===== src/rtl/regfile_wb_arbiter.sv =====
// Round-robin writeback arbiter for register_file with busy scoreboard and read-hazard flags.
// Optional forwarding from the WB stage is enabled by defining REGFILE_WB_BYPASS_EN.
module regfile_wb_arbiter #(
  parameter int DATA_W = 32,
  parameter int ADDR_W = 4,
  parameter int NREGS  = 16
) (
  input  logic              clk,
  input  logic              clr,
  input  logic              alu_req,
  input  logic [ADDR_W-1:0] alu_rd,
  input  logic [DATA_W-1:0] alu_data,
  output logic              alu_gnt,
  input  logic              mem_req,
  input  logic [ADDR_W-1:0] mem_rd,
  input  logic [DATA_W-1:0] mem_data,
  output logic              mem_gnt,
  input  logic              iss_valid,
  input  logic [ADDR_W-1:0] iss_rd,
  output logic              iss_stall,
  input  logic [ADDR_W-1:0] rs_a,
  input  logic [ADDR_W-1:0] rs_b,
  output logic              haz_a,
  output logic              haz_b,
  output logic [NREGS-1:0]  busy_vec,
  output logic [DATA_W-1:0] rf_C,
  output logic [ADDR_W-1:0] rf_rc,
  output logic              rf_le
`ifdef REGFILE_WB_BYPASS_EN
  ,
  output logic              fwd_a_valid,
  output logic              fwd_b_valid,
  output logic [DATA_W-1:0] fwd_a_data,
  output logic [DATA_W-1:0] fwd_b_data
`endif
);

  typedef enum logic {PRI_ALU, PRI_MEM} pri_t;

  pri_t              pri_q, pri_d;
  logic              gnt_any;
  logic [ADDR_W-1:0] gnt_rd;
  logic [DATA_W-1:0] gnt_data;
  logic [NREGS-1:0]  busy_q, busy_d;
  logic              wb_valid;
  logic              wb_hit_a, wb_hit_b;

  // Priority pointer: names the requester that wins the next tie.
  always_ff @(posedge clk) begin
    if (clr) pri_q <= PRI_ALU;
    else     pri_q <= pri_d;
  end

  always_comb begin
    pri_d = pri_q;
    if (alu_gnt)      pri_d = PRI_MEM;
    else if (mem_gnt) pri_d = PRI_ALU;
  end

  always_comb begin
    alu_gnt  = alu_req & (~mem_req | (pri_q == PRI_ALU));
    mem_gnt  = mem_req & (~alu_req | (pri_q == PRI_MEM));
    gnt_any  = alu_gnt | mem_gnt;
    gnt_rd   = alu_gnt ? alu_rd   : mem_rd;
    gnt_data = alu_gnt ? alu_data : mem_data;
  end

  // Writeback register: rf_C/rf_rc hold their last value when no grant arrives.
  always_ff @(posedge clk) begin
    if (clr) begin
      wb_valid <= 1'b0;
      rf_C     <= '0;
      rf_rc    <= '0;
    end else begin
      wb_valid <= gnt_any;
      if (gnt_any) begin
        rf_C  <= gnt_data;
        rf_rc <= gnt_rd;
      end
    end
  end

  assign rf_le = ~wb_valid;

  // A grant retiring iss_rd this cycle frees it, so the issue may proceed.
  assign iss_stall = iss_valid & busy_q[iss_rd] & ~(gnt_any & (gnt_rd == iss_rd));

  // Set is applied after clear so a same-cycle reissue keeps the register pending.
  always_comb begin
    busy_d = busy_q;
    if (gnt_any)                busy_d[gnt_rd] = 1'b0;
    if (iss_valid & ~iss_stall) busy_d[iss_rd] = 1'b1;
  end

  always_ff @(posedge clk) begin
    if (clr) busy_q <= '0;
    else     busy_q <= busy_d;
  end

  assign busy_vec = busy_q;
  assign wb_hit_a = wb_valid & (rf_rc == rs_a);
  assign wb_hit_b = wb_valid & (rf_rc == rs_b);

`ifdef REGFILE_WB_BYPASS_EN
  always_comb begin
    fwd_a_valid = wb_hit_a & ~busy_q[rs_a];
    fwd_b_valid = wb_hit_b & ~busy_q[rs_b];
    fwd_a_data  = fwd_a_valid ? rf_C : '0;
    fwd_b_data  = fwd_b_valid ? rf_C : '0;
    haz_a       = busy_q[rs_a] | (wb_hit_a & ~fwd_a_valid);
    haz_b       = busy_q[rs_b] | (wb_hit_b & ~fwd_b_valid);
  end
`else
  always_comb begin
    haz_a = busy_q[rs_a] | wb_hit_a;
    haz_b = busy_q[rs_b] | wb_hit_b;
  end
`endif

endmodule

===== config.mk =====
export PLATFORM = sky130hd
export DESIGN_NAME = regfile_wb_arbiter
export DESIGN_NICKNAME = d
export VERILOG_FILES = /design/src/rtl/regfile_wb_arbiter.sv
export SDC_FILE = /design/constraint.sdc
export NUM_CORES = 1
export LEC_CHECK = 0
export BUFFER_PORTS_ARGS = -buffer_cell sky130_fd_sc_hd__buf_2
export CAP_MARGIN = 10
export CORE_ASPECT_RATIO = 0.6
export CORE_MARGIN = 2
export CORE_UTILIZATION = 28
export CTS_CLUSTER_DIAMETER = 100
export DETAILED_ROUTE_END_ITERATION = 16
export SLEW_MARGIN = 20
export SYNTH_ARGS = -nofsm -noshare
export SYNTH_HDL_FRONTEND = slang
export SYNTH_SLANG_ARGS = --single-unit

===== constraint.sdc =====
create_clock -name clk -period 2 [get_ports clk]
set_input_delay 0.2 -clock clk [delete_from_list [all_inputs] [get_ports clk]]
set_output_delay 0.2 -clock clk [all_outputs]
set_load 0.02 [all_outputs]

==> results.md <==
* Top delay family on crit path: multiplexers
* Overall power at 2790 uW
* Cells after Synth at 310
* GRT Total Usage at between 10% and 20%
* Pwr dens at 646 mW/mm2
* Worst Path Arrival at 1.97 ns
* Register area at approximately 0.0011 mm2
* Post-Syn Area at 0.00309 mm2
* Die X-Extent at about 140 um
* Congestion Overflow GR at 0
* Netlist cell types at 40
* Post-CTS Hold Buffers at 0
* Crit path kind: register to output pin
* Final setup TNS at -0.431 ns
* Yosys Warn Count at 0
* Required @ worst endpoint at 1.80 ns
* Final min period at 2.17 ns
* Reg clk slew, reported paths at ~0.080 ns
* ANT cells at 0
* Core footprint at 0.0106 mm2
* TritonCTS clock tree: done
* Crit-path max FO at 4
* Gpl congestion at 0.930
* Buffers and inverters on the worst path at 1
* Vias in the first global route at just under 3000
* Final setup violation count at 3
* H-tree levels at 2
* RR Startpoint: pri_q
* Endpoint, Worst Hold: rf_C[28]
* Area of the multi-input gates at 0.00194 mm2
* Crit. path cell count at 4
* Root Driver: clkbuf_16
* Later-pin clock latency in the skew report at 0.30 ns
* PnR worst setup slack at -0.168 ns
* WL/cell at 16.8 um
* # port buffers at around 150
* Clock Tree Buf Depth at 2
* Share of layout cells above drive strength 1 at 48.4%
* Layout Skew at 0.0108 ns
* Num CTS Buffers at 5
* Worst slew pin tran at 0.782 ns
* P&R area growth vs syn at 39.9%
* Hold/Removal Path Class: input pin to register
* Fin crit share at 108%
* DR vias/cell at 5.06
* Fillers at between 1000 and 1500
* CP dominant cell by count: mux4_2
* Largest net degree at the start of global routing at 42
* Remaining antenna violation count at 0
* # nets final at about 550
* Worst vdd ir at 0.329 mV
* CP endpoint kind: output pin
* Die span in y at 85.3 um
* Slowest CP cell: mux4_2
* Ports at 147
* Post-Syn Area per Cell at ~10 um2
* Synth Register Bits at 54
* Most common cell after layout, fill and taps aside: buf_2
* Leak pwr at 0.00205 uW
* Detailed Place HPWL at 7440 um
* DRT iter0 DRCs at 157
* Utilization after layout at 40.6%
* DR pass1 iterations at 4
* Synth area leader: dfxtp_1
* CP peak stage delay at 0.48 ns
* Worst reg2reg setup slack at 0.03 ns
* Ranking of synthesized cells by area: dfxtp_1, mux2i_1, a211oi_1, mux4_2, nor2_1
* Hold depth at 3
* Total number of vias at 3026
* Initial antenna violation count at 0
* First-pass GRT wire length at 15100 um
* Initial Util at 29.0%
* Final Max Tran Viols at 0
* Die area at 0.0119 mm2
* Synth top area share at a little over a third
* Outcome: finished with violations
* Worst r2r dst: busy_vec[5]
* Final Hold Vio Count at 0
* Sequential share of the synthesized area at around a third
* Slew Limit Headroom at between 40% and 50%
* Total wire length at 10000 um
* RSZ-0062 raised after global routing: true
* Floorplan row count at 29
* Crit path cell chain: mux4_2 -> mux4_2 -> a31o_4 -> buf_6
* CP Launch Type: register
* Max Fclk at 461 MHz
* Hold Path Origin: mem_data[28]
* Max_cap viols at 0
* Commonest non-fill, non-tap cells in the layout: buf_2, dfxtp_1, nor2_1
* Failing checks: negative setup slack
* R2R cell count at 8
* CTS Sinks at 54
* Residual DRC at 0
* Mapped Nets at 399
[registers in the layout, summed over array words and instances (netlist names)]
| register | count |
|---|---|
| rf_C | 32 |
| pri_q | 1 |
| busy_vec | 16 |
| wb_valid | 1 |
| rf_rc | 4 |
[layer usage]
metal | up-vias | routed length [um] | part of all wire (%) | GRT usage [%]
met1 | 1394 | 4580 | 46 | 23.9
met2 | 166 | 4100 | 41 | 22.0
li1 | 1456 | - | - | -
met3 | 10 | 1230 | 12 | 4.85
met5 | - | 0 | 0 | 0
met4 | 0 | 105 | 1.0 | 4.59
[report_power, final]
| group | internal (uW) | total (uW) | leakage [uW] | switching [uW] |
|---|---|---|---|---|
| clock network | 497 | 906 | 0.0000729 | 408 |
| logic | 301 | 685 | 0.00153 | 384 |
| registers | 1150 | 1200 | 0.000453 | 52.3 |
[kinds of logic after synthesis]
logic type / Yosys count / synth area share [%]
simple gates: 82 / 13.3
compound gates: 78 / 18.9
flops: 54 / 35.0
mux: 53 / 23.8
buf+inv: 31 / 5.56
xor+xnor: 12 / 3.41
[metrics by stage]
stage | setup slack (ns) | hold slack, ns | area, um2 | std cells
2_1_floorplan | 0.0753 | 0.425 | 3090 | 310
3_3_place_gp | 0.0755 | 0.482 | 3950 | 584
3_5_place_dp | 0.0410 | 0.490 | 3950 | 584
4_1_cts | -0.163 | 0.231 | 4210 | 594
5_1_grt | -0.197 | 0.255 | 4320 | 598
6_report | -0.168 | 0.241 | 4320 | 598
[tightest hold or removal path, delay by kind of cell]
| family | cells | cell delay [ns] |
|---|---|---|
| AOI/OAI and AO/OA | 1 | 0.08 |
| buffers and inverters | 1 | 0.09 |
| muxes | 1 | 0.11 |
[synthesized netlist by cell type (all sizes together)]
cell / n
and2: 3
nor2b: 10
a21oi: 1
xor2: 6
xnor2: 6
nand3: 1
buf: 12
nand2b: 5
or3: 2
dfxtp: 54
mux4: 14
a31o: 2
and2b: 7
or2: 2
o22a: 1
inv: 4
clkbuf: 15
a32o: 3
nand3b: 3
o2111ai: 1
o31a: 1
o21ai: 16
o221ai: 1
nand2: 8
nor3: 3
or3b: 1
a21boi: 1
mux2: 1
o31ai: 12
nor2: 37
mux2i: 38
o41ai: 4
a211oi: 35
[worst max path at each step]
stage	end	slack, ns	startpoint
after floorplan	haz_a	0.08	rs_a[0]
after global placement	haz_b	0.08	rs_b[0]
after detailed placement	busy_vec[9]	0.04	alu_req
after CTS	haz_a	-0.16	busy_vec[11]
after global routing	haz_b	-0.20	busy_vec[11]
final	haz_b	-0.17	busy_vec[11]
[timing repair]
| item | 4_1_cts | 5_1_grt |
|---|---|---|
| buffers inserted | 2 | 5 |
| endpoints found under the setup margin | 3 | 19 |
| cloned | 0 | 0 |
| pin swaps | 8 | 8 |
| gates resized for setup | 29 | 19 |
[area by class of cell]
class / instances / area share [%]
multi-input cells: 225 / 44.9
flip-flops and latches: 54 / 25.5
repair buffers: 168 / 21.7
well taps: 139 / 4.03
clock buffers: 6 / 3.22
inverters: 4 / 0.348
clock inverters: 2 / 0.290
Note: power is estimated with default switching activity, not from simulation.
